<file path="src/rtl/seq_pkg.sv">
// Shared types and constants for the program-counter sequencer and its return stack.
package seq_pkg;

    typedef enum logic [2:0] {
        ACT_IRQ,
        ACT_RET,
        ACT_CALL,
        ACT_JMP,
        ACT_INC,
        ACT_HOLD
    } action_e;

    localparam logic [15:0] IRQ_VEC_DEFAULT = 16'h0004;

    // Ceiling log2; evaluated at elaboration for widths.
    function automatic int clog2(input int n);
        int r;
        r = 0;
        for (int i = 0; i < 31; i++) begin
            if ((1 << i) < n) begin
                r = i + 1;
            end
        end
        return r;
    endfunction

endpackage

</file>
<file path="src/rtl/ret_stack.sv">
// Hardware LIFO for return addresses; ignores push when full, pop when empty (reads 0).
module ret_stack
    import seq_pkg::*;
#(
    parameter int W     = 16,
    parameter int DEPTH = 8,
    localparam int AW   = clog2(DEPTH),
    localparam int DW   = AW + 1
) (
    input  logic          clk,
    input  logic          srst,
    input  logic          push,
    input  logic          pop,
    input  logic [W-1:0]  din,
    output logic [W-1:0]  dout,
    output logic [DW-1:0] depth,
    output logic          full,
    output logic          empty
);

    logic [W-1:0]  mem [DEPTH];
    logic [DW-1:0] depth_q;
    logic [DW-1:0] depth_d;
    logic [AW-1:0] wr_ptr;
    logic [AW-1:0] top_ptr;

    assign full    = (depth_q == DW'(DEPTH));
    assign empty   = (depth_q == '0);
    assign wr_ptr  = depth_q[AW-1:0];
    assign top_ptr = wr_ptr - AW'(1);
    assign depth   = depth_q;

    // Top-of-stack is read asynchronously so a pop lands in the PC on the same edge.
    assign dout = empty ? '0 : mem[top_ptr];

    always_comb begin
        depth_d = depth_q;
        if (push && !full) begin
            depth_d = depth_q + DW'(1);
        end else if (pop && !empty) begin
            depth_d = depth_q - DW'(1);
        end
    end

    always_ff @(posedge clk) begin
        if (push && !full) begin
            mem[wr_ptr] <= din;
        end
    end

    always_ff @(posedge clk) begin
        if (srst) begin
            depth_q <= '0;
        end else begin
            depth_q <= depth_d;
        end
    end

endmodule

</file>
<file path="src/rtl/pc_sequencer.sv">
// Program counter with call/return stack and edge-triggered, non-nesting interrupt entry.
module pc_sequencer
    import seq_pkg::*;
#(
    parameter int              PC_W    = 16,
    parameter int              DEPTH   = 8,
    parameter logic [PC_W-1:0] IRQ_VEC = PC_W'(IRQ_VEC_DEFAULT)
) (
    input  logic                   CLK,
    input  logic                   RST,
    input  logic                   PCpp,
    input  logic                   JMP,
    input  logic                   ret,
    input  logic                   Call,
    input  logic [PC_W-1:0]        addr_in,
    input  logic                   IRQ,
    input  logic                   IE,
    output logic                   interrupt,
    output logic [PC_W-1:0]        PC,
    output logic                   in_isr,
    output logic [clog2(DEPTH):0]  stk_depth,
    output logic                   stk_err
);

    localparam int DW = clog2(DEPTH) + 1;

    logic [PC_W-1:0] pc_q, pc_d;
    logic            in_isr_q, in_isr_d;
    logic            stk_err_q, stk_err_d;
    logic            pend_q, pend_d;
    logic            irq_dly_q;
    logic [DW-1:0]   isr_mark_q, isr_mark_d;

    logic            stk_push;
    logic            stk_pop;
    logic [PC_W-1:0] stk_din;
    logic [PC_W-1:0] stk_dout;
    logic [DW-1:0]   stk_depth_w;
    logic            stk_full;
    logic            stk_empty;

    action_e         act;

    assign interrupt = pend_q & IE & ~in_isr_q;
    assign PC        = pc_q;
    assign in_isr    = in_isr_q;
    assign stk_depth = stk_depth_w;
    assign stk_err   = stk_err_q;

    // ret outranks JMP because decode drives both for a return instruction.
    always_comb begin
        if (interrupt) begin
            act = ACT_IRQ;
        end else if (ret) begin
            act = ACT_RET;
        end else if (Call) begin
            act = ACT_CALL;
        end else if (JMP) begin
            act = ACT_JMP;
        end else if (PCpp) begin
            act = ACT_INC;
        end else begin
            act = ACT_HOLD;
        end
    end

    always_comb begin
        pc_d       = pc_q;
        in_isr_d   = in_isr_q;
        stk_err_d  = stk_err_q;
        isr_mark_d = isr_mark_q;
        stk_push   = 1'b0;
        stk_pop    = 1'b0;
        stk_din    = pc_q;
        // A fresh edge in the accept cycle must survive the clear.
        pend_d     = (pend_q & (act != ACT_IRQ)) | (IRQ & ~irq_dly_q);
        case (act)
            ACT_IRQ: begin
                stk_push   = 1'b1;
                stk_din    = pc_q;
                pc_d       = IRQ_VEC;
                in_isr_d   = 1'b1;
                isr_mark_d = stk_depth_w;
                if (stk_full) begin
                    stk_err_d = 1'b1;
                end
            end
            ACT_RET: begin
                stk_pop = 1'b1;
                if (stk_empty) begin
                    pc_d      = '0;
                    stk_err_d = 1'b1;
                    in_isr_d  = 1'b0;
                end else begin
                    pc_d = stk_dout;
                    if (in_isr_q && ((stk_depth_w - DW'(1)) == isr_mark_q)) begin
                        in_isr_d = 1'b0;
                    end
                end
            end
            ACT_CALL: begin
                stk_push = 1'b1;
                stk_din  = pc_q + PC_W'(1);
                pc_d     = addr_in;
                if (stk_full) begin
                    stk_err_d = 1'b1;
                end
            end
            ACT_JMP:  pc_d = addr_in;
            ACT_INC:  pc_d = pc_q + PC_W'(1);
            default:  pc_d = pc_q;
        endcase
    end

    always_ff @(posedge CLK) begin
        if (RST) begin
            pc_q       <= '0;
            in_isr_q   <= 1'b0;
            stk_err_q  <= 1'b0;
            pend_q     <= 1'b0;
            irq_dly_q  <= 1'b0;
            isr_mark_q <= '0;
        end else begin
            pc_q       <= pc_d;
            in_isr_q   <= in_isr_d;
            stk_err_q  <= stk_err_d;
            pend_q     <= pend_d;
            irq_dly_q  <= IRQ;
            isr_mark_q <= isr_mark_d;
        end
    end

    ret_stack #(
        .W     (PC_W),
        .DEPTH (DEPTH)
    ) u_ret_stack (
        .clk   (CLK),
        .srst  (RST),
        .push  (stk_push),
        .pop   (stk_pop),
        .din   (stk_din),
        .dout  (stk_dout),
        .depth (stk_depth_w),
        .full  (stk_full),
        .empty (stk_empty)
    );

endmodule
</file>
<file path="config.mk">
export PLATFORM = sky130hd
export DESIGN_NAME = pc_sequencer
export DESIGN_NICKNAME = d
export VERILOG_FILES = /design/src/rtl/seq_pkg.sv /design/src/rtl/ret_stack.sv /design/src/rtl/pc_sequencer.sv
export SDC_FILE = /design/constraint.sdc
export NUM_CORES = 1
export LEC_CHECK = 0
export ABC_AREA = 1
export BUFFER_PORTS_ARGS = -buffer_cell sky130_fd_sc_hd__buf_2
export CORE_ASPECT_RATIO = 0.7
export CORE_MARGIN = 10
export CORE_UTILIZATION = 50
export CTS_CLUSTER_SIZE = 16
export DETAILED_ROUTE_END_ITERATION = 10
export GPL_TIMING_DRIVEN = 0
export PLACE_DENSITY = 0.73
export SYNTH_ARGS = -nofsm -noshare
export SYNTH_HDL_FRONTEND = slang
export SYNTH_SLANG_ARGS = --single-unit
</file>
<file path="constraint.sdc">
create_clock -name CLK -period 3.05 [get_ports CLK]
set_input_delay 0.1525 -clock CLK [delete_from_list [all_inputs] [get_ports CLK]]
set_output_delay 0.1525 -clock CLK [all_outputs]
set_load 0.05 [all_outputs]
</file>
==> summary.json, run 1 <==
{
  "outcome": "complete, no violations",
  "syn-cell-area_um2": 7210,
  "insertion_delay_ns": 0.44,
  "viasPerCell": 5.67,
  "synth_area_per_cell_um2": 9.59,
  "critical_path_required_ns": 3.19,
  "power_per_cell_area_nw_per_um2": 823,
  "area_growth_pct": 18.7,
  "hold_path_class": "input pin to flip-flop",
  "syn-instance-count": 752,
  "power.total_mw": 7.05,
  "endpoint_kind": "flip-flop",
  "register_area_um2": 4400,
  "grt_max_degree": 17,
  "place.detailed.hpwl_um": 14300,
  "placement.io_buffers": 46,
  "htree_num_levels": 4,
  "ys_types": 33,
  "wl_per_cell_um": 19.8,
  "post_syn_nets": 779,
  "vdd.ir_drop.worst_v": 0.000512,
  "grt.overflow.total": 0,
  "number_of_global_route_vias_before_repair": 5501,
  "max_freq_mhz": 342,
  "timing.final.max_slew_violations": 0,
  "initial_utilization_pct": 51.5,
  "timing_hold_violations_final": 0,
  "cts_buffer_count": 17,
  "drtIter0Drc": 961,
  "max-slew-margin-rel_pct": 33.7,
  "detail_route.first_pass.iterations": 5,
  "worstPathMaxFanout": 10,
  "finish.instance_area_um2": 8560,
  "ctsRootBufferMaster": "sky130_fd_sc_hd__clkbuf_16",
  "die_y_um": 120,
  "tritoncts": "yes",
  "dpl-instance-area_um2": 7870,
  "setup.worst_path.start_class": "flip-flop",
  "vias": 5879,
  "drc": 0,
  "finalWeightedCongestion": 0.918,
  "drive_above_1_share_pct": 17.4,
  "rsz_0062_raised_after_global_routing": "true",
  "ys.warnings.count": 0,
  "final.min_clock_period_ns": 2.92,
  "period_utilization_post_route_pct": 95.8,
  "drt.antenna.violating_nets": 0,
  "routed_wirelength_um": 20600,
  "postSynthRegisterBits": 156,
  "clock_path_buffers": 2,
  "clkSinkCount": 156,
  "global_route_wire_length_before_repair_um": 31300,
  "number_of_core_rows": 36,
  "timing.setup.critical_path_class": "flip-flop to flip-flop",
  "clk_transition_reported_paths_ns": 0.07,
  "power.leakage_nw": 3.36,
  "cap_violations": 0,
  "worst_pin_slew_ns": 0.984,
  "critical_path_arrival_ns": 3.06,
  "dieArea_um2": 19700,
  "report.final.setup_viol": 0,
  "pin_count": 47,
  "finClkSkew_ns": 0.0134,
  "fp.coreArea_um2": 14000,
  "grtUsageTotal_pct": 20.9,
  "grt_antenna_before_repair": 0,
  "design.final.nets": 861,
  "multi_input_comb_area_um2": 2450,
  "chipWidth_um": 164,
  "yosysSeqAreaShare_pct": 61.1,
  "n_antenna_cell": 0,
  "filler_cell_count": 1143
}
[repair_timing]
action	in CTS	in global routing
hold endpoints to repair	4	0
endpoints found under the setup margin	0	24
hold buffers	3	0
buffers inserted	0	3
gates resized for setup	0	3
[layout make-up]
type | count | share of cell area (%)
Timing Repair Buffer | 63 | 5.26
Multi-Input combinational cell | 507 | 28.6
Sequential cell | 156 | 51.5
Inverter | 55 | 2.44
Clock buffer | 17 | 4.97
Clock inverter | 15 | 2.06
Tap cell | 190 | 2.78
Buffer | 34 | 2.43
[through the flow]
stage / util, % / hold WS, ns / TNS, ns / setup slack, ns / std cells
final: 61.1 / 0.0176 / 0 / 0.128 / 1037
after global routing: 61.1 / 0.0628 / -0.0841 / -0.0141 / 1037
after CTS: 60.7 / 0.0167 / 0 / 0.0686 / 1034
after detailed placement: 56.2 / 0.360 / 0 / 0.0967 / 999
after global placement: 54.8 / 0.357 / -126.42 / -1.59 / 988
after floorplan: - / 0.222 / -17.29 / -0.216 / 752
[power breakdown]
| part | leakage (nW) | switching [mW] | internal (mW) |
|---|---|---|---|
| combinational | 1.65 | 1.56 | 0.618 |
| sequential | 1.41 | 0.126 | 2.57 |
| clock | 0.289 | 0.937 | 1.23 |
| total | 3.36 | 2.62 | 4.42 |
[cell families after synthesis]
group           after synthesis  share of synthesized area [%]
buf+inv                      89                           5.78
compound gates              114                           8.57
flops                       156                           61.1
fa+ha+maj                     3                          0.521
simple gates                379                           22.7
xor+xnor                     11                           1.34
[final timing paths]
path / startpoint / end / slack, ns / cells after the start
worst max register to register: u_ret_stack.depth[0] / u_ret_stack.mem[2][7] / 0.13 / 10
worst max-delay path: u_ret_stack.depth[0] / u_ret_stack.mem[2][7] / 0.13 / 10
worst min register to register: stk_err / stk_err / 0.45 / 2
worst min-delay path: addr_in[4] / PC[4] / 0.02 / 3
[worst max-delay path, cell delays in order, from the launching register on]
cell,delay [ns]
sky130_fd_sc_hd__dfxtp_1,0.45
sky130_fd_sc_hd__inv_2,0.08
sky130_fd_sc_hd__buf_4,0.19
sky130_fd_sc_hd__buf_2,0.25
sky130_fd_sc_hd__ha_1,0.27
sky130_fd_sc_hd__nand3_1,0.12
sky130_fd_sc_hd__nand2_2,0.12
sky130_fd_sc_hd__buf_4,0.23
sky130_fd_sc_hd__nor3_2,0.50
sky130_fd_sc_hd__buf_6,0.24
sky130_fd_sc_hd__buf_8,0.15
[cells in the final DEF (no fill, tap or decap), drive strengths merged, types with 13 or more instances in the layout]
| master | count |
|---|---|
| nand3 | 80 |
| dfxtp | 28 |
| o21ai | 81 |
| inv | 61 |
| buf | 87 |
| nor2 | 151 |
| nand2 | 132 |
| o211ai | 13 |
| clkbuf | 24 |
| edfxtp | 128 |
| a21oi | 15 |
[routing by layer]
metal	wire length, µm	track usage (%)	vias up
met5	0	0	-
met4	416	6.63	0
met3	2370	4.75	42
met2	9090	31.3	359
met1	8690	29.6	2748
li1	-	-	2730
[Yosys cell counts]
library cell	count	share of area, %
sky130_fd_sc_hd__buf_4	11	1.1
sky130_fd_sc_hd__inv_2	4	0.21
sky130_fd_sc_hd__a31oi_1	1	0.087
sky130_fd_sc_hd__nand3b_1	2	0.21
sky130_fd_sc_hd__nor2_4	4	0.62
sky130_fd_sc_hd__a21boi_1	2	0.21
sky130_fd_sc_hd__clkinv_1	1	0.052
sky130_fd_sc_hd__nand2_1	125	6.5
sky130_fd_sc_hd__clkbuf_1	7	0.36
sky130_fd_sc_hd__nor3_4	2	0.45
sky130_fd_sc_hd__a21oi_1	15	1.0
sky130_fd_sc_hd__buf_2	13	0.90
sky130_fd_sc_hd__nor3_1	6	0.42
sky130_fd_sc_hd__xnor2_1	5	0.61
sky130_fd_sc_hd__nand3_1	80	5.6
sky130_fd_sc_hd__dfxtp_1	28	7.8
sky130_fd_sc_hd__edfxtp_1	128	53
sky130_fd_sc_hd__nand4_1	5	0.43
sky130_fd_sc_hd__inv_1	49	2.6
sky130_fd_sc_hd__o21ai_0	65	4.5
sky130_fd_sc_hd__xor2_1	6	0.73
sky130_fd_sc_hd__nor4_2	1	0.17
sky130_fd_sc_hd__inv_4	1	0.087
sky130_fd_sc_hd__a22oi_1	2	0.21
sky130_fd_sc_hd__o21ai_2	1	0.12
sky130_fd_sc_hd__nand2_2	6	0.52
sky130_fd_sc_hd__nor2_1	146	7.6
sky130_fd_sc_hd__ha_1	3	0.52
sky130_fd_sc_hd__o211ai_1	13	1.4
sky130_fd_sc_hd__o21ai_1	15	1.0
sky130_fd_sc_hd__nand2_4	1	0.16
sky130_fd_sc_hd__nor2_2	1	0.087
sky130_fd_sc_hd__buf_6	3	0.47
[sequential cells by signal, indices dropped and copies added (netlist names)]
register           flops
pend_q                 1
u_ret_stack.mem      128
in_isr                 1
PC                    16
irq_dly_q              1
isr_mark_q             4
stk_err                1
u_ret_stack.depth      4
No activity file was read; power rests on OpenSTA's default activity.
==> inputs of run 2 (changes only) <==
--- a/config.mk
+++ b/config.mk
@@ -14,6 +14,7 @@
 export DETAILED_ROUTE_END_ITERATION = 10
 export GPL_TIMING_DRIVEN = 0
 export PLACE_DENSITY = 0.73
+export SETUP_SLACK_MARGIN = 0.4
 export SYNTH_ARGS = -nofsm -noshare
 export SYNTH_HDL_FRONTEND = slang
 export SYNTH_SLANG_ARGS = --single-unit
==> summary.json, run 2 (same netlist as run 1, synthesis figures left out) <==
{
  "largest-register": "u_ret_stack.mem",
  "placement.io_buffers": 46,
  "global_route_wire_length_before_repair_um": 32600,
  "drive_above_1_share_pct": 17.5,
  "number_of_global_route_vias_before_repair": 5796,
  "critical_path_arrival_ns": 2.69,
  "preCtsSetupSlack_ns": -0.205,
  "outcome": "complete, no violations",
  "cap_violations": 0,
  "ctsRootBufferMaster": "sky130_fd_sc_hd__clkbuf_16",
  "clk_transition_reported_paths_ns": 0.07,
  "max-slew-margin-rel_pct": 32.3,
  "register_area_um2": 4410,
  "tritoncts": "yes",
  "timing.final.max_slew_violations": 0,
  "period_utilization_post_route_pct": 84.0,
  "fp.coreArea_um2": 14000,
  "design.final.nets": 859,
  "worst_pin_slew_ns": 1.00,
  "n_antenna_cell": 0,
  "detail_route.first_pass.iterations": 7,
  "final.min_clock_period_ns": 2.56,
  "vdd.ir_drop.worst_v": 0.000465,
  "number_of_core_rows": 36,
  "timing_hold_violations_final": 0,
  "largest_reg_flops": 128,
  "worstPathMaxFanout": 12,
  "setup.worst_path.start_class": "flip-flop",
  "drtIter0Drc": 947,
  "dieArea_um2": 19700,
  "grt_max_degree": 17,
  "finalWeightedCongestion": 0.956,
  "multi_input_comb_area_um2": 2470,
  "clock_path_buffers": 2,
  "endpoint_kind": "flip-flop",
  "viasPerCell": 5.79,
  "rsz_0062_raised_after_global_routing": "true",
  "clkSinkCount": 156,
  "routed_wirelength_um": 21200,
  "chipWidth_um": 164,
  "vias": 5993,
  "layout.cells.most_common": "sky130_fd_sc_hd__nor2_1",
  "area_growth_pct": 18.8,
  "grt_antenna_before_repair": 0,
  "place.detailed.hpwl_um": 14200,
  "timing.setup.critical_path_class": "flip-flop to flip-flop",
  "finClkSkew_ns": 0.0110,
  "drt.antenna.violating_nets": 0,
  "hold_path_class": "input pin to flip-flop",
  "max_freq_mhz": 391,
  "grtUsageTotal_pct": 21.6,
  "power_per_cell_area_nw_per_um2": 807,
  "insertion_delay_ns": 0.43,
  "initial_utilization_pct": 51.5,
  "critical_path_required_ns": 3.18,
  "report.final.setup_viol": 0,
  "drc": 0,
  "power.leakage_nw": 3.35,
  "grt.overflow.total": 0,
  "cts_buffer_count": 17,
  "die_y_um": 120,
  "layout_common_cells": "sky130_fd_sc_hd__nor2_1 (144), sky130_fd_sc_hd__edfxtp_1 (128), sky130_fd_sc_hd__nand2_1 (125), sky130_fd_sc_hd__nand3_1 (80), sky130_fd_sc_hd__o21ai_0 (65)",
  "power.total_mw": 6.91,
  "pin_count": 47,
  "htree_num_levels": 4,
  "setup_ws_ns": 0.489,
  "filler_cell_count": 1101,
  "wl_per_cell_um": 20.5
}
==> run 2: worst max-delay path: stages (launching register included) <==
cell                       delay [ns]
sky130_fd_sc_hd__dfxtp_2         0.38
sky130_fd_sc_hd__inv_2           0.07
sky130_fd_sc_hd__buf_4           0.18
sky130_fd_sc_hd__clkbuf_4        0.24
sky130_fd_sc_hd__ha_1            0.28
sky130_fd_sc_hd__nand3_1         0.13
sky130_fd_sc_hd__nand2_2         0.12
sky130_fd_sc_hd__buf_4           0.25
sky130_fd_sc_hd__nor3_4          0.39
sky130_fd_sc_hd__buf_16          0.22
==> run 2: cell type report <==
class / count / area share (%)
multi-input cells: 507 / 28.9
repair buffers: 61 / 5.49
clock buffers: 18 / 5.01
well taps: 190 / 2.78
flip-flops and latches: 156 / 51.4
clock inverters: 14 / 1.43
plain buffers: 34 / 2.56
inverters: 55 / 2.44
==> run 2: through the flow <==
step / instance area [µm²] / utilization (%) / hold WS, ns / setup TNS, ns / std cells
finish: 8560 / 61.1 / 0.0339 / 0 / 1035
global route: 8560 / 61.1 / 0.0193 / 0 / 1035
floorplan: 7250 / - / 0.222 / 0 / 752
detailed placement: 7890 / 56.3 / 0.362 / -3.24 / 994
global placement: 7710 / 55.1 / 0.357 / -26.57 / 988
CTS: 8530 / 60.9 / 0.0286 / 0 / 1033
==> run 2: what timing repair did <==
action,4_1_cts,5_1_grt
endpoints found under the setup margin,40,50
gates resized for setup,0,12
pin swaps,3,1
hold buffers,3,0
hold endpoints to repair,4,0
setup buffers,4,2
==> run 2: path summary, 6_finish.rpt <==
path	start	depth (start not counted)	slack (ns)	endpoint
setup reg to reg	u_ret_stack.depth[0]	9	0.49	u_ret_stack.mem[2][7]
hold reg to reg	stk_err	2	0.45	stk_err
hold / removal	addr_in[3]	3	0.03	PC[3]
setup / recovery	u_ret_stack.depth[0]	9	0.49	u_ret_stack.mem[2][7]
==> run 2: metal layers <==
metal	up-vias	routed length [µm]	GRT usage [%]
met4	0	518	7.80
li1	2720	-	-
met2	410	9340	32.3
met3	52	2690	6.27
met5	-	0	0
met1	2811	8690	29.4
==> run 2: where the power goes <==
part           switching (mW)  leakage (nW)  total [mW]  internal, mW
combinational            1.57          1.67        2.21         0.642
clock                   0.924         0.259        1.99          1.07
sequential              0.132          1.41        2.70          2.57
